--- config.mk ---
export PLATFORM = sky130hd
export DESIGN_NAME = layer_scheduler
export DESIGN_NICKNAME = d
export VERILOG_FILES = /design/src/rtl/layer_scheduler_pkg.sv /design/src/rtl/layer_scheduler_cmd_fifo.sv /design/src/rtl/layer_scheduler.sv
export SDC_FILE = /design/constraint.sdc
export NUM_CORES = 1
export LEC_CHECK = 0
export BUFFER_PORTS_ARGS = -buffer_cell sky130_fd_sc_hd__clkbuf_2
export CAP_MARGIN = 0
export CORE_MARGIN = 1.5
export CORE_UTILIZATION = 50
export CTS_CLUSTER_SIZE = 30
export DETAILED_ROUTE_END_ITERATION = 7
export GPL_ROUTABILITY_DRIVEN = 1
export GPL_TIMING_DRIVEN = 0
export PLACE_DENSITY = 0.76
export SKIP_LAST_GASP = 1
export SYNTH_ARGS = -nofsm -noshare
export SYNTH_HDL_FRONTEND = slang
export SYNTH_SLANG_ARGS = --single-unit
--- constraint.sdc ---
create_clock -name clk -period 15.1 [get_ports clk]
set_clock_uncertainty 0.1 [all_clocks]
set_input_delay 0.755 -clock clk [delete_from_list [all_inputs] [get_ports clk]]
set_output_delay 0.755 -clock clk [all_outputs]
set_load 0.02 [all_outputs]
--- src/rtl/layer_scheduler_pkg.sv ---
`timescale 1ns/1ps
`default_nettype none
// ============================================================================
//  Module   : layer_scheduler_pkg
//  Purpose  : Shared types and constants for the CNN layer scheduler:
//             descriptor layout, engine op codes, FSM state encoding.
//  Revision : 1.0  initial release
// ============================================================================
package layer_scheduler_pkg;

    localparam int c_cmd_w = 104;

    localparam logic [2:0] c_op_cmac = 3'd1;
    localparam logic [2:0] c_op_scmp = 3'd2;
    localparam logic [2:0] c_op_sacc = 3'd3;

    // Descriptor layout, MSB first; total width is c_cmd_w bits.
    typedef struct packed {
        logic        last;
        logic [2:0]  op_type;
        logic [3:0]  stride;
        logic [15:0] stride2;
        logic [7:0]  kernel;
        logic [7:0]  kernel_size;
        logic [15:0] i_channel;
        logic [15:0] o_channel;
        logic [7:0]  i_side;
        logic [7:0]  o_side;
        logic [15:0] bias;
    } cmd_desc_t;

    typedef enum logic [1:0] {
        S_IDLE     = 2'd0,
        S_FETCH    = 2'd1,
        S_WAIT_RDY = 2'd2,
        S_RUN      = 2'd3
    } sched_state_t;

    // Only the three engine operations are executable; anything else is dropped.
    function automatic logic op_is_legal(input logic [2:0] op);
        return (op == c_op_cmac) || (op == c_op_scmp) || (op == c_op_sacc);
    endfunction

endpackage
`default_nettype wire

--- src/rtl/layer_scheduler_cmd_fifo.sv ---
`timescale 1ns/1ps
`default_nettype none
// ============================================================================
//  Module   : layer_scheduler_cmd_fifo
//  Purpose  : Synchronous descriptor FIFO with flush. Head entry is read from
//             flop storage. Push and pop in the same cycle are allowed when
//             full; a push coinciding with flush lands in the emptied FIFO.
//  Revision : 1.0  initial release
// ============================================================================
module layer_scheduler_cmd_fifo #(
    parameter int WIDTH = 104,
    parameter int DEPTH = 8
) (
    input  logic             clk,
    input  logic             rst,
    input  logic             i_push,
    input  logic             i_pop,
    input  logic             i_flush,
    input  logic [WIDTH-1:0] i_wr_data,
    output logic [WIDTH-1:0] o_rd_data,
    output logic             o_full,
    output logic             o_empty
);

    localparam int c_aw = (DEPTH > 1) ? $clog2(DEPTH) : 1;
    localparam logic [c_aw:0] c_full_cnt = (c_aw+1)'(DEPTH);

    logic [WIDTH-1:0] r_mem [DEPTH];
    logic [c_aw-1:0]  r_wr_ptr;
    logic [c_aw-1:0]  r_rd_ptr;
    logic [c_aw:0]    r_count;

    logic            w_do_pop;
    logic            w_do_push;
    logic [c_aw-1:0] w_wr_idx;

    assign w_do_pop  = i_pop && (r_count != '0) && !i_flush;
    assign w_do_push = i_push && (i_flush || (r_count != c_full_cnt) || w_do_pop);
    assign w_wr_idx  = i_flush ? '0 : r_wr_ptr;

    // Storage write; no reset needed since occupancy is tracked by r_count.
    always_ff @(posedge clk) begin
        if (w_do_push) begin
            r_mem[w_wr_idx] <= i_wr_data;
        end
    end

    // Pointer and occupancy bookkeeping; flush restarts from slot 0.
    always_ff @(posedge clk) begin
        if (rst) begin
            r_wr_ptr <= '0;
            r_rd_ptr <= '0;
            r_count  <= '0;
        end else if (i_flush) begin
            r_rd_ptr <= '0;
            r_wr_ptr <= w_do_push ? c_aw'(1) : '0;
            r_count  <= {{c_aw{1'b0}}, w_do_push};
        end else begin
            if (w_do_push) r_wr_ptr <= r_wr_ptr + c_aw'(1);
            if (w_do_pop)  r_rd_ptr <= r_rd_ptr + c_aw'(1);
            case ({w_do_push, w_do_pop})
                2'b10:   r_count <= r_count + (c_aw+1)'(1);
                2'b01:   r_count <= r_count - (c_aw+1)'(1);
                default: r_count <= r_count;
            endcase
        end
    end

    assign o_rd_data = r_mem[r_rd_ptr];
    assign o_full    = (r_count == c_full_cnt);
    assign o_empty   = (r_count == '0);

endmodule
`default_nettype wire

--- src/rtl/layer_scheduler.sv ---
`timescale 1ns/1ps
`default_nettype none
// ============================================================================
//  Module   : layer_scheduler
//  Purpose  : Queues CNN layer descriptors, presents each legal one to the
//             engine with a valid/ready/finish handshake, counts completed
//             layers and reports illegal ops and watchdog timeouts.
//  Revision : 1.0  initial release
// ============================================================================
module layer_scheduler #(
    parameter int DEPTH   = 8,
    parameter int TIMEOUT = 2**20,
    parameter int CMD_W   = 104
) (
    input  logic             clk,
    input  logic             rst,
    input  logic [CMD_W-1:0] cmd_data,
    input  logic             cmd_valid,
    output logic             cmd_ready,
    input  logic             run_en,
    input  logic             abort,
    input  logic             engine_ready,
    input  logic             gemm_finish,
    output logic             engine_valid,
    output logic [2:0]       op_type,
    output logic [3:0]       stride,
    output logic [15:0]      stride2,
    output logic [7:0]       kernel,
    output logic [7:0]       kernel_size,
    output logic [15:0]      i_channel,
    output logic [15:0]      o_channel,
    output logic [7:0]       i_side,
    output logic [7:0]       o_side,
    output logic [15:0]      bias,
    output logic             busy,
    output logic             layer_done,
    output logic             seq_done,
    output logic [15:0]      layer_cnt,
    output logic             err_op,
    output logic             err_timeout
);

    import layer_scheduler_pkg::*;

    localparam int c_wd_w = (TIMEOUT > 2) ? $clog2(TIMEOUT) : 1;
    localparam logic [c_wd_w-1:0] c_wd_last = c_wd_w'(TIMEOUT - 1);

    sched_state_t      r_state;
    sched_state_t      w_state_next;
    cmd_desc_t         r_cfg;
    cmd_desc_t         w_head;
    logic [CMD_W-1:0]  w_fifo_rd;
    logic              w_fifo_full;
    logic              w_fifo_empty;
    logic [c_wd_w-1:0] r_watchdog;
    logic              r_layer_done;
    logic              r_seq_done;
    logic [15:0]       r_layer_cnt;
    logic              r_err_op;
    logic              r_err_timeout;

    logic w_push;
    logic w_pop;
    logic w_fetch;
    logic w_head_legal;
    logic w_wd_expired;
    logic w_finish;
    logic w_timeout_fire;
    logic w_flush;

    assign w_head         = cmd_desc_t'(w_fifo_rd);
    assign w_head_legal   = op_is_legal(w_head.op_type);
    assign w_fetch        = (r_state == S_FETCH) && !abort;
    assign w_pop          = w_fetch;
    assign w_push         = cmd_valid && cmd_ready;
    assign w_wd_expired   = (r_watchdog == c_wd_last);
    // Finish beats the watchdog in the same cycle; abort beats both.
    assign w_finish       = (r_state == S_RUN) && gemm_finish && !abort;
    assign w_timeout_fire = (r_state == S_RUN) && !gemm_finish && w_wd_expired && !abort;
    assign w_flush        = abort || w_timeout_fire;

    assign cmd_ready = !w_fifo_full && !abort;

    layer_scheduler_cmd_fifo #(
        .WIDTH (CMD_W),
        .DEPTH (DEPTH)
    ) u_cmd_fifo (
        .clk       (clk),
        .rst       (rst),
        .i_push    (w_push),
        .i_pop     (w_pop),
        .i_flush   (w_flush),
        .i_wr_data (cmd_data),
        .o_rd_data (w_fifo_rd),
        .o_full    (w_fifo_full),
        .o_empty   (w_fifo_empty)
    );

    // FSM state register.
    always_ff @(posedge clk) begin
        if (rst) r_state <= S_IDLE;
        else     r_state <= w_state_next;
    end

    // FSM next-state logic; abort returns to IDLE from anywhere.
    always_comb begin
        w_state_next = r_state;
        if (abort) begin
            w_state_next = S_IDLE;
        end else begin
            case (r_state)
                S_IDLE:     if (run_en && !w_fifo_empty) w_state_next = S_FETCH;
                S_FETCH:    w_state_next = w_head_legal ? S_WAIT_RDY : S_IDLE;
                S_WAIT_RDY: if (engine_ready) w_state_next = S_RUN;
                S_RUN:      if (gemm_finish || w_wd_expired) w_state_next = S_IDLE;
                default:    w_state_next = S_IDLE;
            endcase
        end
    end

    // Config is captured only when the head is popped, so it is stable through RUN.
    always_ff @(posedge clk) begin
        if (rst)          r_cfg <= '0;
        else if (w_fetch) r_cfg <= w_head;
    end

    // Watchdog restarts on handoff to the engine and counts RUN cycles.
    always_ff @(posedge clk) begin
        if (rst)                                         r_watchdog <= '0;
        else if ((r_state == S_WAIT_RDY) && engine_ready) r_watchdog <= '0;
        else if (r_state == S_RUN)                       r_watchdog <= r_watchdog + c_wd_w'(1);
    end

    // Completion pulses, layer counter and sticky error flags.
    always_ff @(posedge clk) begin
        if (rst) begin
            r_layer_done  <= 1'b0;
            r_seq_done    <= 1'b0;
            r_layer_cnt   <= '0;
            r_err_op      <= 1'b0;
            r_err_timeout <= 1'b0;
        end else begin
            r_layer_done <= w_finish;
            r_seq_done   <= w_finish && r_cfg.last;
            if (w_finish)                 r_layer_cnt   <= r_layer_cnt + 16'd1;
            if (w_fetch && !w_head_legal) r_err_op      <= 1'b1;
            if (w_timeout_fire)           r_err_timeout <= 1'b1;
        end
    end

    assign engine_valid = (r_state == S_RUN);
    assign busy         = (r_state != S_IDLE);
    assign op_type      = r_cfg.op_type;
    assign stride       = r_cfg.stride;
    assign stride2      = r_cfg.stride2;
    assign kernel       = r_cfg.kernel;
    assign kernel_size  = r_cfg.kernel_size;
    assign i_channel    = r_cfg.i_channel;
    assign o_channel    = r_cfg.o_channel;
    assign i_side       = r_cfg.i_side;
    assign o_side       = r_cfg.o_side;
    assign bias         = r_cfg.bias;
    assign layer_done   = r_layer_done;
    assign seq_done     = r_seq_done;
    assign layer_cnt    = r_layer_cnt;
    assign err_op       = r_err_op;
    assign err_timeout  = r_err_timeout;

endmodule
`default_nettype wire

# After elaboration in Yosys (flattened, before gate mapping)
# Memories as Yosys holds them, arrays and structs flattened. A register that Yosys moved wholly into a read port is not among the register bits.
# Index checks and enable logic that the tools add are counted.
[totals]
elab_cells = 96
out_inout_bits = 126
mem_bits_rw = 832
ff_bits = 156
n_memories = 1
in_bits = 111
[memory_table]
columns = ["name", "depth", "word_bits", "read_ports", "rd_ports_with_merged_regs", "wr", "line_no", "text"]
rows = [
  ["u_cmd_fifo.r_mem", 8, 104, 1, 1, 1, "layer_scheduler_cmd_fifo.sv:28", "logic [WIDTH-1:0] r_mem [DEPTH];"],
]
[op_classes]
n_reduce_logical = 38
muxes = 15
n_eq_ne = 14
addsub = 6
[ops]
columns = ["operator", "n"]
rows = [
  ["adder 20 x 1 -> 20 bit (second input constant)", 1],
  ["equality test 20 bit (second input constant)", 1],
  ["adder 16 x 1 -> 16 bit (second input constant)", 1],
  ["logical AND 1 bit", 15],
  ["2-to-1 mux 3 bit", 5],
  ["2-to-1 mux 2 bit", 4],
  ["one-hot mux 2 bit (4 select lines)", 1],
  ["one-hot mux 4 bit (2 select lines)", 1],
  ["adder 3 x 1 -> 3 bit (second input constant)", 2],
  ["equality test 2 bit (second input constant)", 3],
  ["equality test 3 x 2 -> 1 bit (second input constant)", 2],
  ["logical NOT 1 bit", 6],
  ["logical OR 1 bit", 6],
  ["nonzero test 2 bit", 3],
  ["OR reduction 2 bit", 3],
  ["adder 4 x 1 -> 4 bit (second input constant)", 1],
  ["equality test 2 x 1 -> 1 bit (second input constant)", 2],
  ["equality test 4 bit (second input constant)", 1],
  ["logical NOT 4 bit", 1],
  ["2-to-1 mux 1 bit", 4],
  ["inequality test 2 bit (second input constant)", 2],
  ["inequality test 4 bit (second input constant)", 1],
  ["nonzero test 4 bit", 1],
  ["subtractor 4 x 1 -> 4 bit (second input constant)", 1],
  ["other kinds (5)", 5],
]

# Longest topological paths before layout
# Gate-level depths: netlist of run 1.
[logic_depth]
word_depth = 12
depth_mapped = 11
depth_no_buf = 10

# Hierarchy
# Synthesis of run 1 repeated with hierarchy kept, for this count alone.
[hier_totals]
hier_cells = 2077
hier_area_um2 = 38065.3
[by_module_without_submodules]
columns = ["module", "seq_area_each_um2", "n_inst", "area_each_um2", "cells_each"]
rows = [
  ["layer_scheduler_cmd_fifo", 25244.2, 1, 31843.0, 1293],
  ["layer_scheduler", 2922.8, 1, 6222.2, 784],
]

# Least setup slack after synthesis of run 1
# Ideal clock, no wire load.
[synth_timing]
path_type = "in2reg"
startpoint = "in cmd_valid"
endpoint = "mem u_cmd_fifo.r_mem[1][0], enable pin"
setup_slack_ps = 3194
setup_ps = 822
required_time_ps = 14178
n_path_buf = 0
path_stages = 3
arrival_ps = 10984
path_cell_list = "nor2b_1 > nand2_2 > nor4_1"
[synth_between]
elab_chain_len = 4
[synth_lines]
columns = ["element", "line_no", "text"]
rows = [
  ["start, declared", "layer_scheduler.sv:18", "input logic cmd_valid,"],
  ["logical AND 1 bit", "layer_scheduler.sv:75", "assign w_push = cmd_valid && cmd_ready;"],
  ["logical AND 1 bit", "layer_scheduler_cmd_fifo.sv:38", "assign w_do_push = i_push && (i_flush || (r_count != c_full_cnt) || w_do_pop);"],
  ["2-to-1 mux 1 bit", "layer_scheduler_cmd_fifo.sv:43", "if (w_do_push) begin"],
  ["2-to-1 mux 1 bit (not written as such)", "layer_scheduler_cmd_fifo.sv:44", "r_mem[w_wr_idx] <= i_wr_data;"],
  ["end, declared", "layer_scheduler_cmd_fifo.sv:28", ""],
]
# Every way passes these cells.

==> results of run 1 <==
[metrics by stage]
step	cell area, um2	hold slack (ns)
final	44250	0.2770
after CTS	44240	0.2450
after global routing	44250	0.2658
after detailed placement	41130	0.3775
after floorplan	37790	0.3305
after global placement	40190	0.3743
[power by group]
| part | internal, mW | switching (mW) | total [mW] |
|---|---|---|---|
| sequential | 2.99 | 0.00884 | 2.99 |
| combinational | 0.0472 | 0.0815 | 0.129 |
| clock | 1.34 | 1.01 | 2.34 |
| total | 4.37 | 1.10 | 5.47 |
[metal layers]
metal  vias to the layer above  global-route usage [%]  part of all wire [%]  routed length (um)
li1                       8556                       -                     -                   -
met1                      9998                   29.17                    41               34610
met2                       754                   36.09                    49               41500
met3                       183                   4.743                   7.2                6110
met4                        26                   7.832                   2.8                2415
met5                         -                       0                  0.20                 172
[critical path: stages (launching register included)]
cell and delay [ns]:
dfxtp_1 0.30, buf_2 0.16, and4_1 0.20, clkbuf_2 0.15
nand2_1 0.16, nor4_4 0.10, nor3b_1 0.39, nor3b_2 0.61
buf_6 0.27, buf_6 0.19, buf_6 0.18, buf_6 0.17
buf_6 0.15
[path summary, 6_finish.rpt]
check | startpoint | to | slack (ns) | depth (start not counted)
worst max-delay path | register | u_cmd_fifo.r_mem[4][51] | 11.64 | 12
worst min-delay path | cmd_data[59] | u_cmd_fifo.r_mem[1][59] | 0.28 | 1
worst max register to register | register | u_cmd_fifo.r_mem[4][51] | 11.64 | 12
worst min register to register | err_op | err_op | 0.39 | 1
[layout by cell type (no fill, tap or decap), drive strengths merged, types with 8 or more instances in the layout]
| cell | n |
|---|---|
| a211oi | 106 |
| a21oi | 13 |
| and3 | 8 |
| buf | 251 |
| clkbuf | 411 |
| clkinv | 32 |
| dfxtp | 159 |
| edfxtp | 832 |
| inv | 12 |
| mux2i | 111 |
| mux4 | 208 |
| nand2 | 18 |
| nand3 | 17 |
| nand4 | 12 |
| nor2 | 148 |
| nor4 | 8 |
| o21ai | 8 |
| or3 | 8 |
| xnor2 | 11 |
| xor2 | 22 |
[registers in the layout, summed over array words and instances, names as in the netlist, 4 cells and up, named ones only]
signal,flops
u_cmd_fifo.r_mem,832
r_watchdog,20
bias,16
i_channel,16
layer_cnt,16
o_channel,16
stride2,16
i_side,8
kernel,8
kernel_size,8
o_side,8
stride,4
u_cmd_fifo.r_count,4
[cell type report]
cell class	count	area (um2)	share of cell area (%)
tap	969	1212	2.740
buffer	205	1274	2.878
sequential	991	28170	63.65
inverter	7	26.28	0.05937
clock inverter	45	459.2	1.038
multi-input combinational	742	8371	18.91
antenna	5	12.51	0.02827
timing repair buffer	320	2085	4.710
clock buffer	137	2648	5.983
[cell families (layout without fill, tap and decap cells)]
logic type / Yosys count / after routing / synth area share [%]
other: 0 / 5 / 0
buffers and inverters: 212 / 714 / 3.440
xor gates and xnor gates: 33 / 33 / 0.7647
adders and majority gates: 7 / 7 / 0.2516
muxes: 319 / 319 / 15.33
AOI/OAI and AO/OA: 130 / 130 / 2.466
DFF: 991 / 991 / 74.53
and+or+nand+nor: 253 / 253 / 3.215
==> results.cfg, run 1 <==
[status]
status = completed

[routing]
vias_per_cell = 5.705
firstDrtPassIters = 7
wl_per_cell_um = 24.79
initialDrtViolationCount = 1550
drt-total-wl_mm = 84.81
vias = 19520
antenna_left = 0
drc = 0

[cts]
cts_tree = done
cts_root_buf = clkbuf_16
cts_resized = 0
numCtsBuffers = 97
cts.path.max_buffers = 3
clkTransAtPathRegs_ns = 0.06
cts_setup_buffers = 0
clkSinkCount = 991
clk_latency_ns = 0.65
ctsHoldBuffers = 0
htreeDepth = 3

[placement]
pre_cts_ws_ns = 11.39
hpwl_mm = 54.71
portBuffers = 236
gp_congestion = 0.8119
dpl.cell_count = 3234

[synthesis]
synthesis.instances = 1945
syn_area_um2 = 37790
synth_edf_count = 832
synth-seq-area-share_pct = 74.53
synth_nets = 2063
synth.top_cell.area_share_pct = 66.11
syn_avg_cell_area_um2 = 19.43
yosysMostFrequentCell = edfxtp_1
ys_types = 46
ys_warn_count = 0
async_reset_ff_share_pct = 0
synth-main-ff-cell = edfxtp_1
synth_seq_cells = 991
synth_top_area_cell = edfxtp_1
synth_area_leaders = edfxtp_1, mux4_2, dfxtp_1
synth_common_cells = edfxtp_1, mux4_2, dfxtp_1

[timing]
hold_viol_final = 0
setup-violations-final = 0
maxSlewViolCount = 0
min_period_ns = 3.455
grt_setup_unrepaired = false
fin_ws_ns = 11.64
fmax_mhz = 289.4
period_share_pct = 22.88
slew_headroom_pct = 16.04
worstMarginPinSlew_ns = 1.259
finalSetupTns_ns = 0

[global_routing]
antenna_found_initial = 18
grt_pass1_wl_mm = 125.8
grt_util_all_layers_pct = 21.98
grt_overflow = 0
grt_max_degree = 42
grt_pass1_vias = 20320

[cells_and_area]
area_growth_pct = 17.09
final_cells = 3421
drive_above_1_share_pct = 34.53
nets = 2482
fillerInstances = 5261
utilization_pct = 59.34

[worst_setup_path]
worstPathArrival_ns = 3.71
end_kind = register
required_ns = 15.36
critPathKind = register to register
crit_path_start_kind = register
crit_path_max_fanout = 10

[power]
cellLeakagePower_nw = 14.65
vdd_drop_max_v = 0.00009148
finalPower_mw = 5.467
powerDensity_nw_per_um2 = 123.5

[floorplan]
core_um2 = 74570
initial_core_util_pct = 50.68
core.rowCount = 100
fp.dieH_um = 277.9
dieArea_um2 = 77250
die_x_um = 277.9
io_pins = 237

[flow_run]
max_cap_violations = 0

[worst_hold_path]
hold_path.class = input pin to register
(Power assumes the default switching activity.)
==> run 2, diff against run 1 <==
--- a/config.mk
+++ b/config.mk
@@ -5,6 +5,7 @@
 export SDC_FILE = /design/constraint.sdc
 export NUM_CORES = 1
 export LEC_CHECK = 0
+export ABC_AREA = 1
 export BUFFER_PORTS_ARGS = -buffer_cell sky130_fd_sc_hd__clkbuf_2
 export CAP_MARGIN = 0
 export CORE_MARGIN = 1.5
==> constraint.sdc (replaced) <==
create_clock -name clk -period 3.4 [get_ports clk]
set_clock_uncertainty 0.1 [all_clocks]
set_input_delay 0.17 -clock clk [delete_from_list [all_inputs] [get_ports clk]]
set_output_delay 0.17 -clock clk [all_outputs]
set_load 0.02 [all_outputs]
==> run 2 against run 1 <==
Clock-buffer cell count is 4 lower. Cell count increased by 39%. Clock power grew to 4.6 times the previous value. Worst setup slack got worse by 11 ns. Power grew to 4.6 times the previous value. First-iteration DRC count increased by 120%. Combinational power rose to 6.1 times the previous value. Die area increased by 2.6%. Sequential power rose to 4.4 times the previous value. Non-clock buffer count is 162 higher. Cell area up 4.9%. Largest power group unchanged. Highest routed layer unchanged.
==> results.cfg, run 2 <==
[worst_setup_path]
r2r_end = u_cmd_fifo.r_mem[7][56]
worstPathArrival_ns = 3.32
end_kind = register
rrSetupSlack_ns = 0.34
critPathKind = register to register
crit_path_max_fanout = 24
r2r-start = r_watchdog[0]
crit_path_start_kind = register
required_ns = 3.66
r2r_cells = 13

[cells_and_area]
utilization_pct = 60.82
drive_above_1_share_pct = 17.23
top_register = u_cmd_fifo.r_mem
final_common_cell = edfxtp_1
area_growth_pct = 19.72
mostFrequentLayoutCells = edfxtp_1, nor2_1, o21ai_0
nets = 3761
largest_register_ffs = 832
largestRegisters = u_cmd_fifo.r_mem x832, r_watchdog x20

[routing]
antenna_left = 0
drt-total-wl_mm = 105.5
wl_met3_mm = 9.000
drc = 0
vias = 27280
firstDrtPassIters = 5
wl_per_cell_um = 22.16
initialDrtViolationCount = 3435
wl_met2_mm = 50.94
wl_met1_mm = 41.07
top_layer_used = met5
vias_per_cell = 5.732

[worst_hold_path]
min_to = u_cmd_fifo.r_wr_ptr[2]
worstHoldPathCells = 4
min_from = cmd_valid
hold_path.class = input pin to register

[synthesis]
synth.top_cell.area_share_pct = 64.43
synth_top_area_cell = edfxtp_1
synth_edf_count = 832
syn_area_um2 = 38780
synth-seq-area-share_pct = 72.64
synthSimpleGateAreaFrac_pct = 8.182
synth.area.mux_share_pct = 0
yosys.area_share.xor_xnor_pct = 0.1807
async_reset_ff_share_pct = 0
synth_nets = 3277
synth-main-ff-cell = edfxtp_1
synthesis.instances = 3159
ys_types = 34
syn_avg_cell_area_um2 = 12.28
synth_area_leaders = edfxtp_1, dfxtp_1, o21ai_0
synth-compound-area-share_pct = 13.58
synth_seq_cells = 991
synthAdderAreaFrac_pct = 0.2452
ys_warn_count = 0
synth_top_family_by_area = compound AO/OA/AOI/OAI gates
yosysMostFrequentCell = edfxtp_1
synth_common_cells = edfxtp_1, nor2_1, o21ai_0

[timing]
fin_ws_ns = 0.3365
slew_headroom_pct = 6.449
period_share_pct = 90.10
grt_setup_unrepaired = false
finalSetupTns_ns = 0
worstMarginPinSlew_ns = 1.403
min_period_ns = 3.063
hold_viol_final = 0
setup-violations-final = 0
holdWs_ns = 0.02056
fmax_mhz = 326.4
maxSlewViolCount = 0

[global_routing]
grt_pass1_vias = 26840
grt_max_degree = 29
grt_util_all_layers_pct = 26.29
grt_pass1_wl_mm = 156.6
antenna_found_initial = 5
grt_overflow = 0

[cts]
cts.path.max_buffers = 3
cts_root_buf = clkbuf_16
clkTransAtPathRegs_ns = 0.06
numCtsBuffers = 96
clkSinkCount = 991
cts_tree = done
clk_latency_ns = 0.66
htreeDepth = 3
cts_resized = 0

[floorplan]
fp.dieH_um = 281.5
die_x_um = 281.5
io_pins = 237
dieArea_um2 = 79240
core.rowCount = 101
core_um2 = 76330
initial_core_util_pct = 50.80

[status]
status = completed

[placement]
portBuffers = 236
gp_congestion = 0.8130
hpwl_mm = 67.14
pre_cts_ws_ns = 0.3705

[power]
powerDensity_nw_per_um2 = 536.2
vdd_drop_max_v = 0.0003562
finalPower_mw = 24.89
p_seq_share_pct = 53.5
pwr-share-clk_pct = 43.4
switching_share_pct = 20.40
combPwrFrac_pct = 3.2
p_switching_mw = 5.079
cellLeakagePower_nw = 16.19
p_int_mw = 19.81

[flow_run]
max_cap_violations = 0
## run 2: cell count changes in the layout (fill, tap and decap cells not counted), moves of 65 or more
cell	change
clkbuf_1	+65
o22ai_1	+101
a21oi_1	+126
o21ai_1	+106
mux2i_1	-111
o211ai_1	+101
dlygate4sd3_1	+112
a211oi_1	-104
mux4_2	-208
inv_1	+67
nand2_1	+118
nor2_1	+426
o21ai_0	+520
## run 2: cell type report
type	count	area, um2
fillers	5774	29900
flip-flops and latches	991	28170
multi-input cells	1788	8705
repair buffers	386	3002
clock buffers	133	2766
plain buffers	301	1710
well taps	1030	1289
clock inverters	47	474.2
inverters	79	296.5
diodes	4	10.01
## run 2: worst max-delay path: stages (launching register included)
cell and delay [ns]:
dfxtp_4 0.36, ha_4 0.17, nand3_2 0.10, inv_2 0.05, nand3_2 0.06, nor2_1 0.05
nand2_2 0.15, nand2_4 0.09, nor2_1 0.16, nand2_1 0.16, nor2_4 0.53, buf_12 0.31
buf_12 0.24, buf_16 0.19
## run 2: worst max path at each step
stage | startpoint | endpoint | slack (ns) | cells past startpoint
3_5_place_dp | r_watchdog[0] | u_cmd_fifo.r_mem[7][39] | 0.37 | 13
4_1_cts | register | register | 0.23 | 8
5_1_grt | u_cmd_fifo.r_count[1] | u_cmd_fifo.r_mem[7][56] | 0.14 | 9
2_1_floorplan | r_watchdog[0] | u_cmd_fifo.r_mem[5][0] | -1.42 | 8
3_3_place_gp | u_cmd_fifo.r_count[1] | u_cmd_fifo.r_mem[5][36] | -4.18 | 6
6_report | r_watchdog[0] | u_cmd_fifo.r_mem[7][56] | 0.34 | 13
## run 2: timing repair
item,CTS,global route
setup buffers,0,0
hold buffers,112,0
endpoints found under the hold margin,864,0
## run 2: logic make-up after synthesis
group / count (synthesis)
XOR/XNOR: 8
buffers and inverters: 380
flip-flops: 991
adder cells (fa/ha/maj): 7
AND/OR/NAND/NOR: 797
AO/OA/AOI/OAI: 976
## run 2: power groups by stage
stage	clock network [mW]	registers (mW)	logic (mW)
2_1_floorplan	0	13.6	0.309
3_3_place_gp	0	13.6	0.616
3_5_place_dp	0	13.6	0.658
4_1_cts	10.8	13.3	0.781
5_1_grt	11.3	13.3	0.848
6_report	10.8	13.3	0.786
## run 2: through the flow
stage / std cells / area (um2)
6_report: 4759 / 46420
3_3_place_gp: 4425 / 41340
4_1_cts: 4755 / 46410
5_1_grt: 4757 / 46420
3_5_place_dp: 4463 / 42050
2_1_floorplan: 3159 / 38870
## run 2: metal layers
layer | global-route usage, % | up-vias
li1 | - | 12340
met1 | 34.70 | 13180
met2 | 42.92 | 1512
met3 | 3.977 | 247
met4 | 12.60 | 6
met5 | 0 | -
